`config.mk`:
```
export PLATFORM = sky130hd
export DESIGN_NAME = bcd_increment_sequencer_flat
export DESIGN_NICKNAME = d
export VERILOG_FILES = /design/src/rtl/bcd_increment_sequencer_if.sv /design/src/rtl/bcd_increment_sequencer.sv /design/src/flat_wrapper.sv
export SDC_FILE = /design/constraint.sdc
export NUM_CORES = 1
export LEC_CHECK = 0
export CAP_MARGIN = 20
export CORE_UTILIZATION = 30
export CTS_BUF_LIST = sky130_fd_sc_hd__clkbuf_4
export CTS_CLUSTER_DIAMETER = 80
export CTS_CLUSTER_SIZE = 14
export DETAILED_ROUTE_END_ITERATION = 7
export GPL_ROUTABILITY_DRIVEN = 0
export HOLD_SLACK_MARGIN = 0.12
export PLACE_DENSITY = 0.52
export SLEW_MARGIN = 20
export SYNTH_ARGS = -nofsm -noshare
export SYNTH_HDL_FRONTEND = slang
export SYNTH_SLANG_ARGS = --single-unit
```
`constraint.sdc`:
```
create_clock -name clk -period 4.1 [get_ports clk]
set_input_delay 0.615 -clock clk [delete_from_list [all_inputs] [get_ports clk]]
set_output_delay 0.615 -clock clk [all_outputs]
set_load 0.01 [all_outputs]
```
`src/rtl/bcd_increment_sequencer_if.sv`:
```
// Handshake/bus bundle between the trigger front end and the BCD increment sequencer.
interface bcd_increment_sequencer_if #(parameter int DIGITS = 6);
    logic                  inc_req;
    logic [DIGITS-1:0]     digit_sel;
    logic                  ref_req;
    logic                  clear;
    logic [4*DIGITS-1:0]   value;
    logic                  busy;
    logic                  done;
    logic                  overflow;
    logic                  inc_drop;

    modport master (output inc_req, digit_sel, ref_req, clear,
                    input  value, busy, done, overflow, inc_drop);
    modport slave  (input  inc_req, digit_sel, ref_req, clear,
                    output value, busy, done, overflow, inc_drop);
endinterface

```
`src/rtl/bcd_increment_sequencer.sv`:
```
// Applies a digit-mask increment to a packed BCD register, rippling one digit per clock,
// and publishes a display snapshot only when no carry is in flight.
module bcd_increment_sequencer #(
    parameter int DIGITS = 6
) (
    input  logic clk,
    input  logic rst_n,
    bcd_increment_sequencer_if.slave bus
);
    localparam int IW = (DIGITS > 1) ? $clog2(DIGITS) : 1;
    localparam logic [IW-1:0] LAST = IW'(DIGITS - 1);

    localparam logic [1:0] S_IDLE = 2'd0;
    localparam logic [1:0] S_SCAN = 2'd1;
    localparam logic [1:0] S_DONE = 2'd2;

    logic [1:0]          r_state;
    logic [4*DIGITS-1:0] r_work;
    logic [4*DIGITS-1:0] r_value;
    logic [DIGITS-1:0]   r_pend;
    logic [IW-1:0]       r_idx;
    logic                r_carry;
    logic                r_ref_pend;
    logic                r_ovf;
    logic                r_inc_drop;

    logic [3:0]          w_dig;
    logic [4:0]          w_sum;
    logic                w_carry;
    logic [3:0]          w_dig_nxt;
    logic [4*DIGITS-1:0] w_work_nxt;

    always_comb begin
        w_dig      = r_work[4*r_idx +: 4];
        w_sum      = {1'b0, w_dig} + {4'b0, r_pend[r_idx]} + {4'b0, r_carry};
        w_carry    = (w_sum >= 5'd10);
        w_dig_nxt  = w_carry ? 4'(w_sum - 5'd10) : w_sum[3:0];
        w_work_nxt = r_work;
        w_work_nxt[4*r_idx +: 4] = w_dig_nxt;
    end

    always_ff @(posedge clk or negedge rst_n) begin
        if (!rst_n) begin
            r_state    <= S_IDLE;
            r_work     <= '0;
            r_value    <= '0;
            r_pend     <= '0;
            r_idx      <= '0;
            r_carry    <= 1'b0;
            r_ref_pend <= 1'b0;
            r_ovf      <= 1'b0;
            r_inc_drop <= 1'b0;
        end else if (bus.clear) begin
            r_state    <= S_IDLE;
            r_work     <= '0;
            r_value    <= '0;
            r_idx      <= '0;
            r_carry    <= 1'b0;
            r_ref_pend <= 1'b0;
            r_ovf      <= 1'b0;
            r_inc_drop <= 1'b0;
        end else begin
            r_inc_drop <= bus.inc_req && (r_state != S_IDLE);
            case (r_state)
                S_IDLE: begin
                    if (bus.ref_req) r_value <= r_work;
                    if (bus.inc_req) begin
                        r_pend  <= bus.digit_sel;
                        r_idx   <= '0;
                        r_carry <= 1'b0;
                        r_state <= S_SCAN;
                    end
                end
                S_SCAN: begin
                    r_work  <= w_work_nxt;
                    r_carry <= w_carry;
                    r_idx   <= r_idx + 1'b1;
                    if (r_idx == LAST) begin
                        r_state <= S_DONE;
                        if (w_carry) r_ovf <= 1'b1;
                        // Snapshot lands with the final digit so it is visible alongside done.
                        if (r_ref_pend || bus.ref_req) begin
                            r_value    <= w_work_nxt;
                            r_ref_pend <= 1'b0;
                        end
                    end else if (bus.ref_req) begin
                        r_ref_pend <= 1'b1;
                    end
                end
                S_DONE: begin
                    if (bus.ref_req) r_value <= r_work;
                    r_state <= S_IDLE;
                end
                default: r_state <= S_IDLE;
            endcase
        end
    end

    assign bus.value    = r_value;
    assign bus.busy     = (r_state == S_SCAN);
    assign bus.done     = (r_state == S_DONE);
    assign bus.overflow = r_ovf;
    assign bus.inc_drop = r_inc_drop;
endmodule
```
`src/flat_wrapper.sv`:
```
// flat-port wrapper written by rule: the top's interface ports become plain ports
module bcd_increment_sequencer_flat 
#(
    parameter int DIGITS = 6
)
  (clk, rst_n, bus_inc_req, bus_digit_sel, bus_ref_req, bus_clear, bus_value, bus_busy, bus_done, bus_overflow, bus_inc_drop);
  bcd_increment_sequencer_if #(.DIGITS(DIGITS)) bus_i ();
  input  logic clk;
  input  logic rst_n;
  input wire logic [$bits(bus_i.inc_req)-1:0] bus_inc_req;
  input wire logic [$bits(bus_i.digit_sel)-1:0] bus_digit_sel;
  input wire logic [$bits(bus_i.ref_req)-1:0] bus_ref_req;
  input wire logic [$bits(bus_i.clear)-1:0] bus_clear;
  output wire logic [$bits(bus_i.value)-1:0] bus_value;
  output wire logic [$bits(bus_i.busy)-1:0] bus_busy;
  output wire logic [$bits(bus_i.done)-1:0] bus_done;
  output wire logic [$bits(bus_i.overflow)-1:0] bus_overflow;
  output wire logic [$bits(bus_i.inc_drop)-1:0] bus_inc_drop;
  assign bus_i.inc_req = bus_inc_req;
  assign bus_i.digit_sel = bus_digit_sel;
  assign bus_i.ref_req = bus_ref_req;
  assign bus_i.clear = bus_clear;
  assign bus_value = bus_i.value;
  assign bus_busy = bus_i.busy;
  assign bus_done = bus_i.done;
  assign bus_overflow = bus_i.overflow;
  assign bus_inc_drop = bus_i.inc_drop;
  bcd_increment_sequencer #(.DIGITS(DIGITS)) u_core (.clk(clk), .rst_n(rst_n), .bus(bus_i));
endmodule
```
==> results of run 1 <==
## synth_stat cells (5+ instances only)
library cell,n
inv_1,9
a211oi_1,9
mux2_2,8
nor2_1,46
o22ai_1,7
nand2_1,25
clkbuf_1,16
mux2i_1,12
a21oi_1,19
nand3_1,18
dfrtp_1,63
ha_1,7
nor3_1,12
a32oi_1,5
a22oi_1,11
o21ai_0,15
and3_1,9
## registers in the layout, indices dropped and copies added, names as in the netlist
register	count
u_core.r_carry	1
u_core.r_work	24
u_core.bus.value	24
u_core.r_state	2
u_core.r_idx	3
u_core.r_pend	6
u_core.r_ref_pend	1
u_core.bus.inc_drop	1
u_core.bus.overflow	1
## cells by family after synthesis
group	synth area share, %
buf+inv	4.80
flops	44.1
compound gates	22.4
mux	7.77
fa+ha+maj	3.01
xor+xnor	0.245
simple gates	17.7
## through the flow
stage | hold WS (ns) | std cells | setup slack, ns | power, mW | instance area (um^2)
3_5_place_dp | 0.478 | 534 | 0.584 | 0.991 | 4070
5_1_grt | 0.296 | 550 | 0.322 | 1.54 | 4220
6_report | 0.250 | 550 | 0.552 | 1.46 | 4220
2_1_floorplan | 0.319 | 367 | 0.652 | 0.887 | 3570
3_3_place_gp | 0.490 | 534 | 0.652 | 0.986 | 4070
4_1_cts | 0.257 | 550 | 0.520 | 1.48 | 4220
## report_power, final
part           internal (mW)  leakage [nW]  switching [mW]
registers              0.652         0.856          0.0271
clock network          0.256        0.0859           0.230
logic                  0.117         0.750           0.182
total                   1.03          1.69           0.439
## final cells by class
type / count / area [um^2] / area share, %
multi-input cells: 270 / 1830 / 43.2
repair buffers: 48 / 450 / 10.7
inverters: 10 / 37.5 / 0.889
well taps: 143 / 179 / 4.24
clock buffers: 11 / 82.6 / 1.95
clock inverters: 5 / 72.6 / 1.72
flip-flops and latches: 63 / 1580 / 37.3
## worst max path at each step
stage	from	end	slack, ns	cells past startpoint
3_5_place_dp	u_core.r_idx[0]	u_core.bus.value[18]	0.58	11
4_1_cts	u_core.r_idx[0]	u_core.bus.value[18]	0.52	11
6_report	u_core.r_idx[1]	u_core.bus.value[18]	0.55	11
2_1_floorplan	u_core.r_idx[0]	u_core.bus.value[18]	0.65	13
5_1_grt	u_core.r_idx[1]	u_core.bus.value[18]	0.32	11
3_3_place_gp	u_core.r_idx[1]	u_core.bus.value[18]	0.65	11
## routing by layer
| metal | routed length, um | GRT usage, % | part of all wire, % | vias up |
|---|---|---|---|---|
| met5 | 0 | 0 | 0 | - |
| met3 | 522 | 3.72 | 5.1 | 19 |
| li1 | - | - | - | 1436 |
| met4 | 257 | 7.30 | 2.5 | 0 |
| met2 | 4680 | 27.8 | 46 | 98 |
| met1 | 4680 | 23.8 | 46 | 1493 |
==> flow_metrics.env, run 1 <==
export IMPL_grt_max_degree=35
export IMPL_outcome="complete, but fails checks"
export IMPL_cap_violations=0
export IMPL_ant_nets=0
export IMPL_rsz0062_at_grt="false"
export IMPL_num_rows=39
export IMPL_cts_htree_levels=3
export IMPL_clock_path_buffers=2
export IMPL_mostFrequentLayoutCells="63 x dfrtp_1, 46 x nor2_1, 37 x clkdlybuf4s50_1"
export IMPL_portBuffers=38
export IMPL_ys_flop_type="dfrtp_1"
export IMPL_start_util_pct=31.0
export IMPL_synth_seq_cells=63
export IMPL_slowest_delay_ns=0.63
export IMPL_cp_slowest_cell="dfrtp_1"
export IMPL_hold_violations=0
export IMPL_globalRouteOverflowTotal=0
export IMPL_cp_buffers_inverters=0
export IMPL_p_leak_nw=1.69
export IMPL_post_synth_top_area_cell="dfrtp_1"
export IMPL_cts_root_buf="clkbuf_4"
export IMPL_tightestPinTransition_ns=0.916
export IMPL_cts_tree="done"
export IMPL_fin_tns_setup_ns=0
export IMPL_drive_above_1_share_pct=13.3
export IMPL_drtIter0Drc=245
export IMPL_slew_headroom_pct=38.5
export IMPL_post_cts_buffers=0
export IMPL_period_share_pct=86.5
export IMPL_syn_area_um2=3570
export IMPL_holdCritPathClass="input pin to async pin"
export IMPL_cts_made_buffers=9
export IMPL_synth_warnings=0
export IMPL_dp_hpwl_mm=7.26
export IMPL_dr_pass1_iters=7
export IMPL_clock_fmax_ghz=0.282
export IMPL_diodes=0
export IMPL_crit_chain="mux4_2 > nand2_1 > o21ai_0 > fa_1 > ha_1 > or3b_2 > o32ai_1 > nor3_1 > a21oi_2 > o31ai_2 > o41ai_2"
export IMPL_worst_ep_required_time_ns=4.43
export IMPL_vias_per_cell=5.54
export IMPL_clock_latency_ns=0.43
export IMPL_crit_type="flop to flop"
export IMPL_ys_seq_area_share_pct=44.1
export IMPL_power_density_nw_per_um2=347
export IMPL_synth_edf_count=0
export IMPL_synthCells=367
export IMPL_cts_resized=0
export IMPL_holdBufCountCts=0
export IMPL_grt_pass1_wl_mm=17.1
export IMPL_die_y_um=111
export IMPL_synth_top_cell_area_share_pct=44.1
export IMPL_path_max_fanout=14
export IMPL_wire_per_inst_um=18.4
export IMPL_synth_area_leaders="dfrtp_1 44%, nor2_1 4.8%, mux2i_1 3.4%, a21oi_1 2.7%, nand2_1 2.6%"
export IMPL_arrival_ns=3.88
export IMPL_grt_use_total_pct=17.8
export IMPL_final_min_clock_period_ns=3.55
export IMPL_r2r_start="u_core.r_idx[1]"
export IMPL_grt_pass1_vias=3105
export IMPL_coreArea_um2=11500
export IMPL_fin_skew_ns=0.0228
export IMPL_start_kind="flop"
export IMPL_reg2reg_slack_ns=0.55
export IMPL_drc=14
export IMPL_area_growth_pct=18.2
export IMPL_synth_cell_type_count=59
export IMPL_synth_avg_cell_area_um2=9.74
export IMPL_async_flop_share_pct=100
export IMPL_rr_endpoint="u_core.bus.value[18]"
export IMPL_final_setup_viol_count=0
export IMPL_dieArea_um2=12400
export IMPL_finalWirelength_mm=10.1
export IMPL_vias=3046
export IMPL_post_route_util_pct=36.7
export IMPL_clk_pin_slew_ns=0.12
export IMPL_maxSlewViolCount=0
export IMPL_layout_commonest_cell="dfrtp_1"
export IMPL_die_x_um=111
export IMPL_violations="design-rule violations"
export IMPL_ff2ff_path_depth=11
export IMPL_syn_num_nets=386
export IMPL_critPathCaptureType="flop"
export IMPL_antenna_found_initial=0
export IMPL_clock_sinks=63
export IMPL_nNetsFinal=421
export IMPL_irDropWorstVdd_mv=0.128
export IMPL_critPathTopFamily="compound AO/OA/AOI/OAI gates"
export IMPL_num_fill_cells=1211
export IMPL_io_pins=39
Note: power is estimated with default switching activity, not from simulation.
==> run 2: changes to the inputs <==
--- a/config.mk
+++ b/config.mk
@@ -12,7 +12,7 @@
 export CTS_CLUSTER_SIZE = 14
 export DETAILED_ROUTE_END_ITERATION = 7
 export GPL_ROUTABILITY_DRIVEN = 0
-export HOLD_SLACK_MARGIN = 0.12
+export HOLD_SLACK_MARGIN = 0.03
 export PLACE_DENSITY = 0.52
 export SLEW_MARGIN = 20
 export SYNTH_ARGS = -nofsm -noshare
==> results of run 2 <==
Final layout, timing and power as in run 1 (identical DEF).
